===== src/rtl/fifo_uart_tx_if.sv =====
// FIFO read-port bundle between the byte FIFO and the UART drain stage.
//
// Handshake: the FIFO holds fifo_empty=0 while it has at least one byte.
// The consumer raises fifo_rd_en for exactly one cycle, and only in a cycle
// where it has just seen fifo_empty=0. The FIFO pops on that edge and presents
// the byte on fifo_data during the following cycle (one-cycle read latency).
// There is no back-pressure on the read data: the consumer must take it then.
interface fifo_uart_tx_if;
    logic       fifo_rd_en;
    logic       fifo_empty;
    logic [7:0] fifo_data;

    // Drain side: issues pops, consumes the flag and the data.
    modport master (
        output fifo_rd_en,
        input  fifo_empty,
        input  fifo_data
    );

    // FIFO side: accepts pops, provides the flag and the data.
    modport slave (
        input  fifo_rd_en,
        output fifo_empty,
        output fifo_data
    );
endinterface


===== src/rtl/fifo_uart_tx.sv =====
// Drains an 8-bit FIFO one byte at a time and serializes each byte onto a
// UART line: start bit, 8 data bits LSB-first, optional parity, 1 or 2 stop
// bits. FIFO reads are paced to the line rate: one pop per frame.
// All outputs are registered; state is exposed on state_dbg.
module fifo_uart_tx #(
    parameter int CLKS_PER_BIT = 16,
    parameter int PARITY_EN    = 0,
    parameter int PARITY_ODD   = 0,
    parameter int STOP_BITS    = 1
) (
    input  logic                  clk,
    input  logic                  rst_n,
    input  logic                  enable,
    fifo_uart_tx_if.master        fifo,
    output logic                  tx,
    output logic                  busy,
    output logic                  tx_done,
    output logic [2:0]            state_dbg
);

    localparam int BW = (CLKS_PER_BIT > 1) ? $clog2(CLKS_PER_BIT) : 1;
    localparam logic [BW-1:0] BAUD_LAST = BW'(CLKS_PER_BIT - 1);
    // One cycle before the end of a bit period; tx_done is set here so the
    // registered pulse lines up with the final stop-bit cycle.
    localparam logic [BW-1:0] BAUD_PRE  = BW'(CLKS_PER_BIT - 2);
    localparam logic [2:0]    STOP_LAST = 3'(STOP_BITS - 1);
    localparam logic          ODD_SEL   = 1'(PARITY_ODD);

    typedef enum logic [2:0] {
        IDLE   = 3'd0,
        FETCH  = 3'd1,
        LOAD   = 3'd2,
        START  = 3'd3,
        DATA   = 3'd4,
        PARITY = 3'd5,
        STOP   = 3'd6
    } state_t;

    state_t          state;
    logic [BW-1:0]   baud_cnt;
    logic [2:0]      bit_cnt;   // data bit index in DATA, stop bit index in STOP
    logic [7:0]      shift;
    logic            parity_bit;
    logic            last_stop;

    assign state_dbg = state;
    assign last_stop = (bit_cnt == STOP_LAST);

    // Frame sequencer: state, counters, shift register and all registered outputs.
    always_ff @(posedge clk or negedge rst_n) begin
        if (!rst_n) begin
            state           <= IDLE;
            baud_cnt        <= '0;
            bit_cnt         <= '0;
            shift           <= '0;
            parity_bit      <= 1'b0;
            tx              <= 1'b1;
            fifo.fifo_rd_en <= 1'b0;
            busy            <= 1'b0;
            tx_done         <= 1'b0;
        end else begin
            case (state)
                IDLE: begin
                    tx      <= 1'b1;
                    tx_done <= 1'b0;
                    if (enable && !fifo.fifo_empty) begin
                        state           <= FETCH;
                        baud_cnt        <= '0;
                        fifo.fifo_rd_en <= 1'b1;
                        busy            <= 1'b1;
                    end
                end

                FETCH: begin
                    fifo.fifo_rd_en <= 1'b0;
                    baud_cnt        <= '0;
                    state           <= LOAD;
                end

                LOAD: begin
                    shift      <= fifo.fifo_data;
                    parity_bit <= (^fifo.fifo_data) ^ ODD_SEL;
                    tx         <= 1'b0;
                    baud_cnt   <= '0;
                    state      <= START;
                end

                START: begin
                    if (baud_cnt == BAUD_LAST) begin
                        baud_cnt <= '0;
                        bit_cnt  <= '0;
                        tx       <= shift[0];
                        state    <= DATA;
                    end else begin
                        baud_cnt <= baud_cnt + 1'b1;
                    end
                end

                DATA: begin
                    if (baud_cnt == BAUD_LAST) begin
                        baud_cnt <= '0;
                        shift    <= shift >> 1;
                        if (bit_cnt == 3'd7) begin
                            if (PARITY_EN != 0) begin
                                tx    <= parity_bit;
                                state <= PARITY;
                            end else begin
                                tx      <= 1'b1;
                                bit_cnt <= '0;
                                state   <= STOP;
                            end
                        end else begin
                            tx      <= shift[1];
                            bit_cnt <= bit_cnt + 1'b1;
                        end
                    end else begin
                        baud_cnt <= baud_cnt + 1'b1;
                    end
                end

                PARITY: begin
                    if (baud_cnt == BAUD_LAST) begin
                        baud_cnt <= '0;
                        bit_cnt  <= '0;
                        tx       <= 1'b1;
                        state    <= STOP;
                    end else begin
                        baud_cnt <= baud_cnt + 1'b1;
                    end
                end

                STOP: begin
                    tx <= 1'b1;
                    if (baud_cnt == BAUD_LAST) begin
                        baud_cnt <= '0;
                        if (last_stop) begin
                            tx_done <= 1'b0;
                            busy    <= 1'b0;
                            state   <= IDLE;
                        end else begin
                            bit_cnt <= bit_cnt + 1'b1;
                        end
                    end else begin
                        baud_cnt <= baud_cnt + 1'b1;
                        if (last_stop && (baud_cnt == BAUD_PRE)) begin
                            tx_done <= 1'b1;
                        end
                    end
                end

                default: begin
                    state           <= IDLE;
                    tx              <= 1'b1;
                    fifo.fifo_rd_en <= 1'b0;
                    busy            <= 1'b0;
                    tx_done         <= 1'b0;
                end
            endcase
        end
    end

endmodule


===== src/flat_wrapper.sv =====
// flat-port wrapper written by rule: the top's interface ports become plain ports
module fifo_uart_tx_flat 
#(
    parameter int CLKS_PER_BIT = 16,
    parameter int PARITY_EN    = 0,
    parameter int PARITY_ODD   = 0,
    parameter int STOP_BITS    = 1
)
  (clk, rst_n, enable, tx, busy, tx_done, state_dbg, fifo_fifo_rd_en, fifo_fifo_empty, fifo_fifo_data);
  fifo_uart_tx_if fifo_i ();
  input  logic clk;
  input  logic rst_n;
  input  logic enable;
  output logic tx;
  output logic busy;
  output logic tx_done;
  output logic [2:0] state_dbg;
  output wire logic [$bits(fifo_i.fifo_rd_en)-1:0] fifo_fifo_rd_en;
  input wire logic [$bits(fifo_i.fifo_empty)-1:0] fifo_fifo_empty;
  input wire logic [$bits(fifo_i.fifo_data)-1:0] fifo_fifo_data;
  assign fifo_fifo_rd_en = fifo_i.fifo_rd_en;
  assign fifo_i.fifo_empty = fifo_fifo_empty;
  assign fifo_i.fifo_data = fifo_fifo_data;
  fifo_uart_tx #(.CLKS_PER_BIT(CLKS_PER_BIT), .PARITY_EN(PARITY_EN), .PARITY_ODD(PARITY_ODD), .STOP_BITS(STOP_BITS)) u_core (.clk(clk), .rst_n(rst_n), .enable(enable), .fifo(fifo_i), .tx(tx), .busy(busy), .tx_done(tx_done), .state_dbg(state_dbg));
endmodule

===== config.mk =====
export PLATFORM = sky130hd
export DESIGN_NAME = fifo_uart_tx_flat
export DESIGN_NICKNAME = d
export VERILOG_FILES = /design/src/rtl/fifo_uart_tx_if.sv /design/src/rtl/fifo_uart_tx.sv /design/src/flat_wrapper.sv
export SDC_FILE = /design/constraint.sdc
export NUM_CORES = 1
export LEC_CHECK = 0
export CAP_MARGIN = 5
export CELL_PAD_IN_SITES_DETAIL_PLACEMENT = 1
export CELL_PAD_IN_SITES_GLOBAL_PLACEMENT = 2
export CORE_AREA = 2 2 69 97
export CTS_CLUSTER_DIAMETER = 200
export DETAILED_ROUTE_END_ITERATION = 12
export DIE_AREA = 0 0 71 99
export GPL_ROUTABILITY_DRIVEN = 0
export MAX_ROUTING_LAYER = met4
export PLACE_DENSITY = 0.6
export SYNTH_ARGS = -nofsm -noshare
export SYNTH_HDL_FRONTEND = slang
export SYNTH_SLANG_ARGS = --single-unit
export TNS_END_PERCENT = 5

===== constraint.sdc =====
create_clock -name clk -period 3.7 [get_ports clk]
set_input_delay 0.925 -clock clk [delete_from_list [all_inputs] [get_ports clk]]
set_output_delay 0.925 -clock clk [all_outputs]
set_load 0.005 [all_outputs]

Word-level counts from Yosys, hierarchy flattened. Index checks and enable logic that the tools add are counted. Widths: inputs -> output; s select.

Reductions and logical operators: 21. Bitwise operators: 3. Eq/ne operators: 20. Multiplexer cells: 32. Add/subtract/negate cells: 2.

Operators with widths (count): $mux 3 (12); $pmux 3 s7 (1); $ne 2x1->1 const B (8); $pmux 8 s2 (1); $eq 3x3->1 const B (4); $pmux 4 s3 (1); $reduce_or 5->1 (2); $mux 1 (9); $pmux 3 s3 (1); $eq 4x4->1 const B (2); $mux 4 (2); $mux 8 (1); $reduce_and 4->1 (2); $reduce_and 7->1 (1); $eq 3x2->1 const B (2); $logic_not 3->1 (2); $reduce_and 2->1 (3); $reduce_bool 3->1 (2); $pmux 1 s5 (1); $reduce_and 5->1 (1); $add 4x1->4 const B (1); $pmux 1 s2 (2); $reduce_or 2->1 (2); $reduce_or 4->1 (1); 11 further kinds (14).

Logic and storage cells: 86. Bits in registers: 22. Input port bits: 12. Output and inout port bits: 7.

Depth between registers and ports, before layout.
Depth after elaboration: 5. Gate-level depth with buffers: 7. Mapped depth without buffers: 6.

Worst setup path after synthesis. OpenSTA, ideal clock, no wires.

Path type: input port to flip-flop. Start point: in enable. End point: reg u_core.state[0], in the netlist u_core.state_dbg[0]. Buffers on the path: 0. Setup time: 0.087 ns. Path slack: 1.822 ns. Cell stages on the path: 4. Arrival: 1.792 ns. Required time: 3.613 ns. Cells stage by stage: inv_1 -> o311ai_2 -> or4b_1 -> o211ai_1.

Cells in the longest elaborated chain, start to end: 3.

RTL lines: start, declared (RTL line flat_wrapper.sv:13) `input logic enable;`; $logic_and 1x1->1 (RTL line fifo_uart_tx.sv:66) `if (enable && !fifo.fifo_empty) begin`; $ne 2x1->1 (no source line); $reduce_and 7->1 (no source line); end signal, assigned (RTL line fifo_uart_tx.sv:67) `state <= FETCH;`; end signal, assigned (RTL line fifo_uart_tx.sv:77) `state <= LOAD;`; end signal, assigned (RTL line fifo_uart_tx.sv:85) `state <= START;`; end, declared (RTL line fifo_uart_tx.sv:39) `state_t state;`.

Every way passes these cells. A chain may end at the register's enable or synchronous reset.

Worst setup path after layout.
Start point: reg u_core.state[0], in the netlist u_core.state_dbg[0]. End point: out state_dbg[0].

RTL lines: start signal, assigned (RTL line fifo_uart_tx.sv:52) `state <= IDLE;`; start signal, assigned (RTL line fifo_uart_tx.sv:67); start signal, assigned (RTL line fifo_uart_tx.sv:77); end, declared (RTL line flat_wrapper.sv:17) `output logic [2:0] state_dbg;`.

No word-level cell between the ends.

==> results by group <==
Clock tree
  • H-tree levels: 1
  • Resized cells post-CTS: 0
  • CTS Hold Bufs: 0
  • Clk buf depth: 2
  • Clock sinks: 22
  • Num CTS Buffers: 3
  • Worst-Skew Late Latency: 270 ps
  • CTS tree: built
  • Clk slew on worst S/H paths: 90 ps
  • Setup Fix Bufs, Post-CTS: 0
  • Root Driver: clkbuf_8

Synthesis
  • #FFs+latches synth: 22
  • Avg Inst Size Synth: 10.1 um2
  • Mapped cell area: approximately 0.0015 mm2
  • Syn nets: 166
  • Post-synthesis simple-gate area fraction: 0.145
  • Largest family of logic cells by synthesized area: compound AO/OA/AOI/OAI gates
  • Mux contribution to synthesized area: 0.170
  • Fraction of registers with async set/reset: 1.00
  • Seq/Total Area, Yosys: 0.372
  • Cells after Synth: 147
  • Adder-cell area share of the yosys netlist: 0.0590
  • Syn. warnings: 0
  • Synth Area in XOR/XNOR: 0.0177
  • Ys flop type: dfrtp_1
  • Compound-Gate Fraction of Synth Area: 0.171
  • Post-synth EDFFs: 0
  • Yosys cell types: 42

Power
  • Pwr Density: roughly 250 mW/mm2
  • IR drop worst, VDD: 107 uV
  • Leak Pwr: 0.000788 uW

Route
  • Final wirelength: 3.71 mm
  • Antenna Nets Post-Route: 0
  • Vias: 1146
  • DR DRC count: 0
  • Vias/cell: 4.88
  • First DRT Iteration DRCs: 32
  • Routed len/inst: 15.8 um
  • Detailed Routing Iterations Pass 1: 4

Critical path
  • CP Capture Type: output port
  • Cells along the critical path: clkdlybuf4s50_1
  • Crit path max-delay family: flip-flops
  • Crit path buffers/inverters: 1
  • Crit Path Max Fanout: 20
  • CP max stage delay: 800 ps
  • Critical path required time: 2770 ps
  • CP arrival: roughly 1700 ps
  • Startpoint types: flip-flop
  • CP max-delay cell: dfrtp_1
  • R2r setup slk: ~1800 ps
  • CP Class: reg -> out

Final layout
  • Final Util: 0.286
  • Layout cell share with drive strength beyond 1: 0.178
  • Commonest non-fill, non-tap cell in the layout: dfrtp_1
  • Final Net Count: between 150 and 200
  • Commonest cells after routing, fill and taps aside: 21 x dfrtp_1, 18 x clkdlybuf4s50_1, 14 x mux2_4
  • Fin area: approximately 0.0018 mm2
  • Antenna cells: 0
  • Syn-to-layout area delta: 18.7%

Floorplan
  • Top-Level Pins: 19
  • Die H: 99 um
  • Die ar.: 0.00703 mm2
  • Row cnt: 34
  • Starting Density: 0.241
  • Die X: approximately 71 um
  • Core area: 0.00617 mm2

Global routing
  • Grt ovf: 0
  • Initial antenna violation count: 0
  • First-pass GRT wire length: 6.40 mm
  • Number of global-route vias before repair: ~1300
  • GRT Resource Usage Total: 0.118
  • Largest net degree at the start of global routing: 30

STA
  • RSZ-0062 raised after global routing: no
  • Tmin final: 2620 ps
  • Slew Limit Fails: 0
  • Crit share post-route: 0.709
  • Rel. slew slack: 0.542
  • Setup TNS: 0 ps
  • Final hold vios: 0
  • Setup skew after layout: 11.0 ps
  • Setup Viol. Count Final: 0
  • Fmax: 381 MHz
  • Tightest Pin Transition: 686 ps

Flow run
  • Max cap viols: 0

Hold path
  • Hold WC Path Type: reg -> reg

Place
  • Port bufs: 18
  • HPWL Detailed: 2.66 mm
  • Cell Area, Placed: 0.00172 mm2

Status
  • Outcome: finished clean
## Yosys cell counts (3+ instances only)
cell type	number	area share
dfrtp_1	21	0.35
mux2_4	14	0.14
a21oi_1	12	0.040
nand2_1	11	0.028
inv_1	10	0.025
o21ai_0	9	0.030
nand3_1	8	0.027
ha_1	7	0.059
nor2_1	6	0.015
buf_2	3	0.010
nand2b_1	3	0.013
## kinds of logic after synthesis
logic type | Yosys count
AND/OR/NAND/NOR | 40
AO/OA/AOI/OAI | 38
buffers and inverters | 19
adder cells (fa/ha/maj) | 7
multiplexers | 18
XOR/XNOR | 3
flip-flops | 22
## layout make-up
class / count / area, um2
Timing Repair Buffer: 21 / 203
Sequential cell: 22 / 552
Tap cell: 72 / 90.1
Inverter: 10 / 37.5
Clock buffer: 4 / 45.0
Multi-Input combinational cell: 106 / 836
Fill cell: 710 / 4410
## per-layer routing
metal  vias up  wire, um  track usage
met5         -         0            -
met3         4       122       0.0204
met4         0        45       0.0392
met2        16      1870        0.196
li1        555         -            -
met1       571      1670        0.145
## where the power goes
| group | switching (uW) | total (uW) | internal, uW |
|---|---|---|---|
| logic | 10.5 | 30.5 | 20.0 |
| clock network | 87.9 | 165 | 77.0 |
| registers | 2.21 | 247 | 244 |
| total | 101 | 442 | 341 |
## flip-flops by register name, indices dropped and copies added (netlist names)
signal,flops
u_core.tx_done,1
u_core.state_dbg,3
u_core.busy,1
u_core.baud_cnt,4
u_core.tx,1
u_core.shift,8
u_core.fifo.fifo_rd_en,1
u_core.bit_cnt,3
## worst paths after layout
kind	start	end	depth (start not counted)
max in group asynchronous	rst_n	u_core.tx	2
worst min register to register	u_core.shift[2]	u_core.shift[2]	1
worst min-delay path	u_core.shift[2]	u_core.shift[2]	1
worst max register to register	u_core.state_dbg[0]	u_core.shift[1]	4
worst max-delay path	u_core.state_dbg[0]	state_dbg[0]	1
min in group asynchronous	rst_n	u_core.shift[6]	2
## metrics by stage
step / setup WS [ps] / std cells / total power (uW) / hold WS (ps)
after floorplan: 1820 / 147 / 261 / 482
after global placement: 1290 / 231 / 282 / 496
after detailed placement: 1260 / 231 / 283 / 496
after CTS: 1040 / 235 / 453 / 524
after global routing: 985 / 235 / 463 / 540
final: 1080 / 235 / 442 / 520
(Power assumes the default switching activity.)
